## config.mk

```make
export PLATFORM = sky130hd
export DESIGN_NAME = fork_join_ctrl_flat
export DESIGN_NICKNAME = d
export VERILOG_FILES = /design/src/rtl/fork_join_ctrl_pkg.sv /design/src/rtl/fork_join_ctrl_if.sv /design/src/rtl/fork_join_ctrl_fj_channel.sv /design/src/rtl/fork_join_ctrl.sv /design/src/flat_wrapper.sv
export SDC_FILE = /design/constraint.sdc
export NUM_CORES = 1
export LEC_CHECK = 0
export ABC_AREA = 1
export CORE_MARGIN = 3
export CORE_UTILIZATION = 50
export CTS_CLUSTER_DIAMETER = 80
export DETAILED_ROUTE_END_ITERATION = 16
export DONT_BUFFER_PORTS = 1
export HOLD_SLACK_MARGIN = 0.02
export PLACE_DENSITY = 0.76
export REMOVE_ABC_BUFFERS = 1
export SLEW_MARGIN = 20
export SYNTH_ARGS = -nofsm -noshare
export SYNTH_HDL_FRONTEND = slang
export SYNTH_SLANG_ARGS = --single-unit
```

## constraint.sdc

```tcl
create_clock -name clk -period 1.9 [get_ports clk]
set_input_delay 0.285 -clock clk [delete_from_list [all_inputs] [get_ports clk]]
set_output_delay 0.285 -clock clk [all_outputs]
set_load 0.01 [all_outputs]
```

## src/rtl/fork_join_ctrl_pkg.sv

```systemverilog
// Shared types and helpers for the fork/join controller.
package fork_join_pkg;

  localparam int MODE_W = 2;

  typedef enum logic [1:0] {
    JOIN_ALL  = 2'd0,
    JOIN_ANY  = 2'd1,
    JOIN_NONE = 2'd2
  } join_mode_e;

  typedef enum logic [1:0] {
    FJ_IDLE  = 2'd0,
    FJ_RUN   = 2'd1,
    FJ_DRAIN = 2'd2
  } fj_state_e;

  function automatic int id_width(input int n);
    return (n > 1) ? $clog2(n) : 1;
  endfunction

endpackage

```

## src/rtl/fork_join_ctrl_if.sv

```systemverilog
// Sequencer/worker-side bundle of the fork/join controller.
interface fork_join_ctrl_if #(
  parameter int N_CH  = 4,
  parameter int CNT_W = 16,
  parameter int ID_W  = fork_join_pkg::id_width(N_CH)
) ();
  import fork_join_pkg::*;

  logic              start;
  logic [MODE_W-1:0] mode;
  logic [N_CH-1:0]   ch_en;
  logic              kill_on_join;
  logic [N_CH-1:0]   ch_done;
  logic [N_CH-1:0]   ch_go;
  logic [N_CH-1:0]   ch_kill;
  logic              busy;
  logic              join_done;
  logic              drain_done;
  logic [ID_W-1:0]   first_id;
  logic [N_CH-1:0]   done_mask;
  logic [CNT_W-1:0]  elapsed;

  modport master (
    output start, mode, ch_en, kill_on_join, ch_done,
    input  ch_go, ch_kill, busy, join_done, drain_done, first_id, done_mask, elapsed
  );

  modport slave (
    input  start, mode, ch_en, kill_on_join, ch_done,
    output ch_go, ch_kill, busy, join_done, drain_done, first_id, done_mask, elapsed
  );

endinterface

```

## src/rtl/fork_join_ctrl_fj_channel.sv

```systemverilog
// Per-channel go/done tracking; a completion in the kill cycle wins over the kill.
module fj_channel
  import fork_join_pkg::*;
(
  input  logic clk,
  input  logic rst,
  input  logic i_launch,
  input  logic i_en,
  input  logic i_done,
  input  logic i_kill,
  output logic o_go,
  output logic o_done,
  output logic o_kill,
  output logic o_hon
);

  logic r_go;
  logic r_done;
  logic w_hon;

  assign w_hon = r_go & i_done;

  always_ff @(posedge clk) begin
    if (rst) begin
      r_go   <= 1'b0;
      r_done <= 1'b0;
    end else if (i_launch) begin
      r_go   <= i_en;
      r_done <= 1'b0;
    end else if (w_hon) begin
      r_go   <= 1'b0;
      r_done <= 1'b1;
    end else if (i_kill) begin
      r_go   <= 1'b0;
    end
  end

  assign o_go   = r_go;
  assign o_done = r_done;
  assign o_hon  = w_hon;
  assign o_kill = i_kill & r_go & ~i_done;

endmodule

```

## src/rtl/fork_join_ctrl.sv

```systemverilog
// Fork/join controller: launches worker channels, reports join per mode, drains or kills stragglers.
module fork_join_ctrl #(
  parameter int N_CH  = 4,
  parameter int CNT_W = 16,
  parameter int ID_W  = fork_join_pkg::id_width(N_CH)
) (
  input  logic            clk,
  input  logic            rst,
  fork_join_ctrl_if.slave bus
);
  import fork_join_pkg::*;

  localparam logic [CNT_W-1:0] ELAPSED_MAX = '1;

  fj_state_e         r_state;
  fj_state_e         w_state_nxt;
  logic [MODE_W-1:0] r_mode;
  logic [N_CH-1:0]   r_ch_en;
  logic              r_kill_on_join;
  logic [N_CH-1:0]   w_go;
  logic [N_CH-1:0]   w_done;
  logic [N_CH-1:0]   w_kill;
  logic [N_CH-1:0]   w_hon;
  logic              w_launch;
  logic              w_join;
  logic              w_drain;
  logic              w_kill_req;
  logic              w_mask_full;
  logic [ID_W-1:0]   w_first_idx;
  logic [ID_W-1:0]   r_first_id;
  logic              r_first_seen;
  logic [CNT_W-1:0]  r_elapsed;

  for (genvar gi = 0; gi < N_CH; gi++) begin : g_ch
    fj_channel u_ch (
      .clk      (clk),
      .rst      (rst),
      .i_launch (w_launch),
      .i_en     (bus.ch_en[gi]),
      .i_done   (bus.ch_done[gi]),
      .i_kill   (w_kill_req),
      .o_go     (w_go[gi]),
      .o_done   (w_done[gi]),
      .o_kill   (w_kill[gi]),
      .o_hon    (w_hon[gi])
    );
  end

  assign w_mask_full = (w_done == r_ch_en);

  always_ff @(posedge clk) begin
    if (rst) r_state <= FJ_IDLE;
    else     r_state <= w_state_nxt;
  end

  // state    | meaning
  // FJ_IDLE  | waiting for start, no channel running
  // FJ_RUN   | channels launched, join condition not yet met
  // FJ_DRAIN | joined, waiting for remaining launched channels to finish
  always_comb begin
    w_state_nxt = r_state;
    w_launch    = 1'b0;
    w_join      = 1'b0;
    w_drain     = 1'b0;
    w_kill_req  = 1'b0;
    case (r_state)
      FJ_IDLE: begin
        if (bus.start) begin
          w_launch    = 1'b1;
          w_state_nxt = FJ_RUN;
        end
      end
      FJ_RUN: begin
        if (r_ch_en == '0) begin
          w_join      = 1'b1;
          w_drain     = 1'b1;
          w_state_nxt = FJ_IDLE;
        end else begin
          case (r_mode)
            JOIN_ANY: begin
              if (|w_done) begin
                w_join = 1'b1;
                if (r_kill_on_join) begin
                  w_kill_req  = 1'b1;
                  w_drain     = 1'b1;
                  w_state_nxt = FJ_IDLE;
                end else begin
                  w_state_nxt = FJ_DRAIN;
                end
              end
            end
            JOIN_NONE: begin
              w_join      = 1'b1;
              w_state_nxt = FJ_DRAIN;
            end
            default: begin
              if (w_mask_full) begin
                w_join      = 1'b1;
                w_drain     = 1'b1;
                w_state_nxt = FJ_IDLE;
              end
            end
          endcase
        end
      end
      FJ_DRAIN: begin
        if (w_mask_full) begin
          w_drain     = 1'b1;
          w_state_nxt = FJ_IDLE;
        end
      end
      default: w_state_nxt = FJ_IDLE;
    endcase
    // A reset cycle must never emit a launch, join, drain or kill.
    if (rst) begin
      w_launch    = 1'b0;
      w_join      = 1'b0;
      w_drain     = 1'b0;
      w_kill_req  = 1'b0;
      w_state_nxt = FJ_IDLE;
    end
  end

  always_ff @(posedge clk) begin
    if (rst) begin
      r_mode         <= '0;
      r_ch_en        <= '0;
      r_kill_on_join <= 1'b0;
    end else if (w_launch) begin
      r_mode         <= bus.mode;
      r_ch_en        <= bus.ch_en;
      r_kill_on_join <= bus.kill_on_join;
    end
  end

  always_comb begin
    w_first_idx = '0;
    for (int i = N_CH - 1; i >= 0; i--) begin
      if (w_hon[i]) w_first_idx = ID_W'(i);
    end
  end

  // elapsed stops counting on the join cycle itself and stays frozen until the next launch
  always_ff @(posedge clk) begin
    if (rst) begin
      r_elapsed    <= '0;
      r_first_id   <= '0;
      r_first_seen <= 1'b0;
    end else if (w_launch) begin
      r_elapsed    <= '0;
      r_first_id   <= '0;
      r_first_seen <= 1'b0;
    end else begin
      if (r_state == FJ_RUN && !w_join && r_elapsed != ELAPSED_MAX) begin
        r_elapsed <= r_elapsed + 1'b1;
      end
      if (!r_first_seen && |w_hon) begin
        r_first_id   <= w_first_idx;
        r_first_seen <= 1'b1;
      end
    end
  end

  assign bus.ch_go      = rst ? '0 : w_go;
  assign bus.ch_kill    = w_kill;
  assign bus.busy       = (r_state != FJ_IDLE);
  assign bus.join_done  = w_join;
  assign bus.drain_done = w_drain;
  assign bus.first_id   = r_first_id;
  assign bus.done_mask  = w_done;
  assign bus.elapsed    = r_elapsed;

endmodule

```

## src/flat_wrapper.sv

```systemverilog
// flat-port wrapper written by rule: the top's interface ports become plain ports
module fork_join_ctrl_flat import fork_join_pkg::*;
#(
  parameter int N_CH  = 4,
  parameter int CNT_W = 16,
  parameter int ID_W  = fork_join_pkg::id_width(N_CH)
)
  (clk, rst, bus_start, bus_mode, bus_ch_en, bus_kill_on_join, bus_ch_done, bus_ch_go, bus_ch_kill, bus_busy, bus_join_done, bus_drain_done, bus_first_id, bus_done_mask, bus_elapsed);
  fork_join_ctrl_if #(.N_CH(N_CH), .CNT_W(CNT_W), .ID_W(ID_W)) bus_i ();
  input  logic clk;
  input  logic rst;
  input wire logic [$bits(bus_i.start)-1:0] bus_start;
  input wire logic [$bits(bus_i.mode)-1:0] bus_mode;
  input wire logic [$bits(bus_i.ch_en)-1:0] bus_ch_en;
  input wire logic [$bits(bus_i.kill_on_join)-1:0] bus_kill_on_join;
  input wire logic [$bits(bus_i.ch_done)-1:0] bus_ch_done;
  output wire logic [$bits(bus_i.ch_go)-1:0] bus_ch_go;
  output wire logic [$bits(bus_i.ch_kill)-1:0] bus_ch_kill;
  output wire logic [$bits(bus_i.busy)-1:0] bus_busy;
  output wire logic [$bits(bus_i.join_done)-1:0] bus_join_done;
  output wire logic [$bits(bus_i.drain_done)-1:0] bus_drain_done;
  output wire logic [$bits(bus_i.first_id)-1:0] bus_first_id;
  output wire logic [$bits(bus_i.done_mask)-1:0] bus_done_mask;
  output wire logic [$bits(bus_i.elapsed)-1:0] bus_elapsed;
  assign bus_i.start = bus_start;
  assign bus_i.mode = bus_mode;
  assign bus_i.ch_en = bus_ch_en;
  assign bus_i.kill_on_join = bus_kill_on_join;
  assign bus_i.ch_done = bus_ch_done;
  assign bus_ch_go = bus_i.ch_go;
  assign bus_ch_kill = bus_i.ch_kill;
  assign bus_busy = bus_i.busy;
  assign bus_join_done = bus_i.join_done;
  assign bus_drain_done = bus_i.drain_done;
  assign bus_first_id = bus_i.first_id;
  assign bus_done_mask = bus_i.done_mask;
  assign bus_elapsed = bus_i.elapsed;
  fork_join_ctrl #(.N_CH(N_CH), .CNT_W(CNT_W), .ID_W(ID_W)) u_core (.clk(clk), .rst(rst), .bus(bus_i));
endmodule
```

==> summary.md, run 1 <==
| Metric | Value |
|---|---|
| Area occupied by multi-input gates | `1255 um2` |
| Rel. slew slack | `0.6187` |
| Die area | `5400 um2` |
| Final-layout fill cell count | `368` |
| Largest cells by area after synthesis | `dfxtp_1, nand2_1, inv_1` |
| DRC Markers | `0` |
| Post-Syn Area | `2277 um2` |
| Top FF cell, synth | `dfxtp_1` |
| FF+latch count, synth | `36` |
| Min Tclk post-route | `1847 ps` |
| DR pass1 iterations | `4` |
| Yosys cell types | `26` |
| Async set or reset register ratio after synthesis | `0` |
| 1st-iter DRT viols | `118` |
| First-pass GRT wire length | `9087 um` |
| Most area-hungry cell type in the Yosys netlist | `dfxtp_1` |
| Chip Width | `73.49 um` |
| Worst-margin pin slew | `569.8 ps` |
| Min-delay worst type | `input port to flip-flop` |
| Initial antenna violation count | `0` |
| Vias in the first global route | `2091` |
| Synth Area per Inst | `6.488 um2` |
| Grt ovf | `0` |
| Share of the synthesized area in the top cell type | `0.3165` |
| Fin Setup TNS | `0 ps` |
| # diodes | `0` |
| Slowest stage delay, CP | `380 ps` |
| Clock skew | `6.370 ps` |
| Worst-Skew Late Latency | `300 ps` |
| Routed Antenna Nets | `0` |
| Port bufs | `0` |
| Crit-path most repeated cell | `nand2_1` |
| Clk pin slew, worst setup/hold paths | `70 ps` |
| Total GRT Usage | `0.2143` |
| Final setup viols | `0` |
| Most frequent cells in the layout | `nand2_1, inv_1, nor2_1` |
| Critical Path End Type | `output pin` |
| Kind of critical path | `flip-flop to output pin` |
| Cell Chain, Critical Path | `inv_1 -> nand2_1 -> nand2_1 -> nor2_2 -> nand3_2 -> o211ai_1 -> nand2_1 -> o21ai_1 -> nand2_1 -> nor2_4` |
| PD cells | `674.7 nW/um2` |
| Core Rows | `23` |
| Max-Cap Viols | `0` |
| Clock tree buffer depth | `2` |
| Synth warnings | `0` |
| Crit share post-route | `0.9719` |
| Clk root buf | `clkbuf_8` |
| Clock sink total | `36` |
| Drt via density | `5.209` |
| Slowest cell on crit path | `dfxtp_4` |
| Peak VDD IR | `448.5 uV` |
| RSZ-0062 raised after global routing | `true` |
| Die Y | `73.49 um` |
| Hold_buf cts | `0` |
| CTS buffer count | `5` |
| Cells after Synth | `351` |
| Dpl hpwl | `3816 um` |
| Tot Pwr | `0.001819 W` |
| FMAX | `541.5 MHz` |
| Total I/O pin count | `47` |
| Largest net degree at the start of global routing | `33` |
| Startpoint class of the critical path | `flip-flop` |
| Proportion of layout cells with a drive suffix above 1 | `0.2560` |
| Crit path DAT | `1560 ps` |
| Slew Limit Fails | `0` |
| Register cell area after layout | `742.0 um2` |
| EDFF count, synth | `0` |
| Commonest non-fill, non-tap cell in the layout | `nand2_1` |
| Lkg Pwr | `1.178 nW` |
| Total number of vias | `2214` |
| Worst Path Buf+Inv | `1` |
| CTS HTree Levels | `2` |
| CP Data Required Time | `1620 ps` |
| Outcome | `completed` |
| Sequential cell area fraction in the yosys report | `0.3165` |
| Hold violation count in the final report | `0` |
| Final core occ | `0.6418` |
| WL final | `5418 um` |
| Crit path max fanout | `4` |
| Routability cong. | `0.8301` |
| CTS tree | `yes` |
| Initial Util | `0.5420` |
| Final net count | `395` |
| Crit path max-delay family | `simple AND/OR/NAND/NOR gates` |
| Layout area overhead | `18.41%` |
| Avg WL per Cell | `12.75 um` |
| Core area | `4202 um2` |
[flip-flops by register name (all words and copies together) (netlist names)]
signal,count
u_core.bus.elapsed,16
u_core.bus.first_id,2
u_core.g_ch.u_ch.o_done,4
u_core.g_ch.u_ch.o_go,4
u_core.r_ch_en,4
u_core.r_first_seen,1
u_core.r_kill_on_join,1
u_core.r_mode,2
u_core.r_state,2
[cell usage after synthesis (2+ instances only)]
master	number
nor2_1	40
nand3_2	7
and2_4	2
buf_2	3
nand3b_1	2
nand4_1	20
buf_6	4
a21oi_1	9
ha_1	7
nand2_2	2
buf_4	10
inv_1	69
o21ai_0	11
dfxtp_1	36
o41ai_1	4
nor3_1	5
nand3_1	14
nand2_1	90
nor2_2	9
[worst paths after layout]
kind	start	end	slack, ps	cells past startpoint
setup reg to reg	u_core.r_state[0]	u_core.r_mode[1]	130	9
setup / recovery	u_core.g_ch[2].u_ch.o_done	bus_drain_done	50	10
hold / removal	rst	u_core.r_state[0]	40	1
hold reg to reg	u_core.r_first_seen	u_core.r_first_seen	490	2
[through the flow]
step	instances	hold slack (ps)	setup WS, ps	cell area, um2
floorplan	332	354.1	-313.5	2131
global placement	405	358.4	230.6	2366
detailed placement	405	358.6	175.7	2366
CTS	420	37.92	5.224	2601
global route	425	36.69	-63.18	2696
finish	425	44.71	53.43	2696
[routing by layer]
layer,GRT usage,wire (um),vias up
li1,-,-,1121
met1,0.2485,2354,1018
met2,0.3553,2573,61
met3,0.06840,359,14
met4,0.1006,131,0
met5,0,0,-
[power by group]
group / internal, W / switching, W / leakage [nW]
sequential: 0.000781 / 0.0000216 / 0.298
combinational: 0.000122 / 0.000213 / 0.826
clock: 0.000388 / 0.000294 / 0.0541
total: 0.00129 / 0.000528 / 1.18
[logic make-up after synthesis]
group	synth area share
compound gates	0.06263
xor+xnor	0.007694
fa+ha+maj	0.03846
buf+inv	0.1797
flops	0.3165
simple gates	0.3950
[area by class of cell]
type	count	share of cell area
well taps	50	0.02320
multi-input cells	226	0.4654
inverters	70	0.09745
repair buffers	35	0.09745
clock inverters	3	0.01578
clock buffers	5	0.02552
flip-flops and latches	36	0.2752
[repair_timing]
item                       CTS  global route
setup buffers                7             5
gates resized for setup     23            21
pin swaps                    7            13
setup endpoints to repair    5            14
Note: power is estimated with default switching activity, not from simulation.
==> run 2, diff against run 1 <==
--- a/config.mk
+++ b/config.mk
@@ -6,7 +6,7 @@
 export NUM_CORES = 1
 export LEC_CHECK = 0
 export ABC_AREA = 1
-export CORE_MARGIN = 3
+export CORE_MARGIN = 2
 export CORE_UTILIZATION = 50
 export CTS_CLUSTER_DIAMETER = 80
 export DETAILED_ROUTE_END_ITERATION = 16
==> run 2 against run 1 <==
Net effect:
- register-to-register slack improved by 40 ps
- non-clock buffer count decreased by 10
- critical path type unchanged
- routed wire length decreased by 6.8%
==> summary.md, run 2 (synthesis results as in run 1) <==
| Metric | Value |
|---|---|
| Most frequent cells in the layout | `nand2_1, inv_1, nor2_1` |
| PD cells | `650.2 nW/um2 (-3.6%)` |
| Crit path DAT | `1610 ps (+50 ps)` |
| Max reg flops | `16 (unchanged)` |
| Routability cong. | `0.8368 (+0.81%)` |
| 1st-iter DRT viols | `66 (-44%)` |
| Min Tclk post-route | `1898 ps (+51.11 ps)` |
| Reg-to-reg slack, setup | `170 ps (+40 ps)` |
| FMAX | `527.0 MHz (-2.7%)` |
| Clock tree buffer depth | `2 (unchanged)` |
| Placed Area | `2359 um2 (-0.32%)` |
| Crit path max fanout | `4 (unchanged)` |
| Initial Util | `0.5194 (-0.02258)` |
| Min-delay worst type | `input port to flip-flop` |
| Rel. slew slack | `0.7487 (+0.1299)` |
| DRC Markers | `0 (unchanged)` |
| Routed Antenna Nets | `0 (unchanged)` |
| Highest routed layer | `met4` |
| Total number of vias | `2131 (-3.7%)` |
| Final net count | `385 (-2.5%)` |
| Reg2reg path depth | `12 (+3)` |
| CP Launch Point | `u_core.r_state[1]` |
| DRT met1 WL | `2122 um (-9.9%)` |
| RSZ-0062 raised after global routing | `true` |
| Largest net degree at the start of global routing | `33 (unchanged)` |
| Critical Path End Type | `output pin` |
| Vias in the first global route | `1982 (-5.2%)` |
| Routed wl met2 | `2583 um (+0.39%)` |
| Worst-margin pin slew | `373.1 ps (-196.7 ps)` |
| Hold violation count in the final report | `0 (unchanged)` |
| Final core occ | `0.6053 (-0.03644)` |
| Die area | `5110 um2 (-5.4%)` |
| Layout area overhead | `16.54%` |
| Initial antenna violation count | `0 (unchanged)` |
| Setup crit end | `bus_ch_kill[3]` |
| Slew Limit Fails | `0 (unchanged)` |
| Avg WL per Cell | `12.11 um (-5.0%)` |
| Clk pin slew, worst setup/hold paths | `70 ps (about the same)` |
| Reg-to-reg critical path startpoint | `u_core.r_state[1]` |
| Lkg Pwr | `1.127 nW (-4.4%)` |
| Crit Reg-Reg Endpoint | `u_core.r_state[1]` |
| Die Y | `71.49 um (-2.7%)` |
| Final-layout fill cell count | `397 (+7.9%)` |
| Design Area, Final | `2654 um2 (-1.6%)` |
| Kind of critical path | `flip-flop to output pin` |
| Metal3 WL | `294 um (-18%)` |
| Core area | `4384 um2 (+4.3%)` |
| Startpoint class of the critical path | `flip-flop` |
| Clock skew | `12.63 ps (+6.261 ps)` |
| Total GRT Usage | `0.1972 (-0.01709)` |
| Outcome | `completed` |
| CTS tree | `yes` |
| Commonest non-fill, non-tap cell in the layout | `nand2_1` |
| Proportion of layout cells with a drive suffix above 1 | `0.2384 (-0.01764)` |
| CTS HTree Levels | `2 (unchanged)` |
| Max-Cap Viols | `0 (unchanged)` |
| Core Rows | `24 (+4.3%)` |
| Clk root buf | `clkbuf_8` |
| Chip Width | `71.49 um (-2.7%)` |
| Clock sink total | `36 (unchanged)` |
| Hold_buf cts | `0 (unchanged)` |
| Total I/O pin count | `47 (unchanged)` |
| Hold Slack | `50.97 ps (+6.259 ps)` |
| CTS buffer count | `5 (unchanged)` |
| CP Data Required Time | `1620 ps (about the same)` |
| Peak VDD IR | `401.2 uV (-11%)` |
| Worst-Skew Late Latency | `290 ps (about the same)` |
| DR pass1 iterations | `4 (unchanged)` |
| Dpl hpwl | `3494 um (-8.5%)` |
| Final setup viols | `0 (unchanged)` |
| Grt ovf | `0 (unchanged)` |
| WL final | `5049 um (-6.8%)` |
| First-pass GRT wire length | `8245 um (-9.3%)` |
| Crit share post-route | `0.9988 (+0.02690)` |
| Port bufs | `0 (unchanged)` |
| Drt via density | `5.110 (-1.9%)` |
| # diodes | `0 (unchanged)` |
run 2: changes by cell type in the layout (fill, tap and decap cells not counted), sizes merged:
cell      delta
buf         -10
clkinvlp     +1
clkinv       -1
clkbuf       +1
bufinv       -1
run 2: how the worst min path moves through the flow:
| stage | start | end | slack (ps) | cells past startpoint |
|---|---|---|---|---|
| 6_report | rst | u_core.r_state[0] | 50 | 1 |
| 5_1_grt | rst | u_core.r_state[0] | 40 | 1 |
| 4_1_cts | rst | u_core.r_state[0] | 40 | 1 |
| 3_5_place_dp | rst | u_core.r_state[0] | 360 | 1 |
| 3_3_place_gp | rst | u_core.r_state[1] | 360 | 1 |
| 2_1_floorplan | rst | u_core.r_state[0] | 350 | 1 |
run 2: cell type report:
type / instances / area [um2] / share of cell area
Multi-Input combinational cell: 226 / 1267 / 0.4776
Sequential cell: 36 / 748.2 / 0.2819
Inverter: 70 / 267.8 / 0.1009
Timing Repair Buffer: 25 / 207.7 / 0.07826
Clock buffer: 6 / 82.58 / 0.03112
Tap cell: 52 / 65.06 / 0.02452
Clock inverter: 2 / 15.01 / 0.005658
run 2: critical path, stage by stage, from the launching register on:
cell     delay, ps
dfxtp_2        330
inv_2           70
ha_4           140
inv_2           40
nor2_4         110
nand2_2         80
nor2_4         170
inv_4           70
nor3_2         170
buf_4          150
run 2: metal layers:
layer,vias up,global-route usage
met4,0,0.05241
met2,52,0.3580
met3,4,0.06329
met1,968,0.2213
li1,1107,-
met5,-,0
run 2: report_power, final:
group / internal [W] / leakage, nW / switching, W / total [W]
logic: 0.000124 / 0.785 / 0.000206 / 0.000330
registers: 0.000780 / 0.299 / 0.0000258 / 0.000806
clock network: 0.000294 / 0.0434 / 0.000296 / 0.000590
run 2: what timing repair did:
action | in CTS | in global routing
buffers inserted | 0 | 5
endpoints found under the setup margin | 6 | 7
cloned | 0 | 0
endpoints found under the hold margin | 0 | 0
resized for setup | 9 | 43
pin swaps | 0 | 14
run 2: stage by stage:
step           total power, W  setup WS, ps  std cells  setup TNS (ps)
6_report             0.001725         2.312        417               0
5_1_grt              0.001825        -88.42        417          -340.6
4_1_cts              0.001689       0.01077        412               0
3_5_place_dp         0.001094         162.6        404               0
3_3_place_gp         0.001087         228.8        404               0
2_1_floorplan        0.001021        -313.5        332           -3224
==> run 3, diff against run 2 <==
--- a/config.mk
+++ b/config.mk
@@ -11,6 +11,7 @@
 export CTS_CLUSTER_DIAMETER = 80
 export DETAILED_ROUTE_END_ITERATION = 16
 export DONT_BUFFER_PORTS = 1
+export GPL_ROUTABILITY_DRIVEN = 0
 export HOLD_SLACK_MARGIN = 0.02
 export PLACE_DENSITY = 0.76
 export REMOVE_ABC_BUFFERS = 1
==> results of run 3 <==
Same layout as run 2: the final DEF is identical, and so are final timing and power.
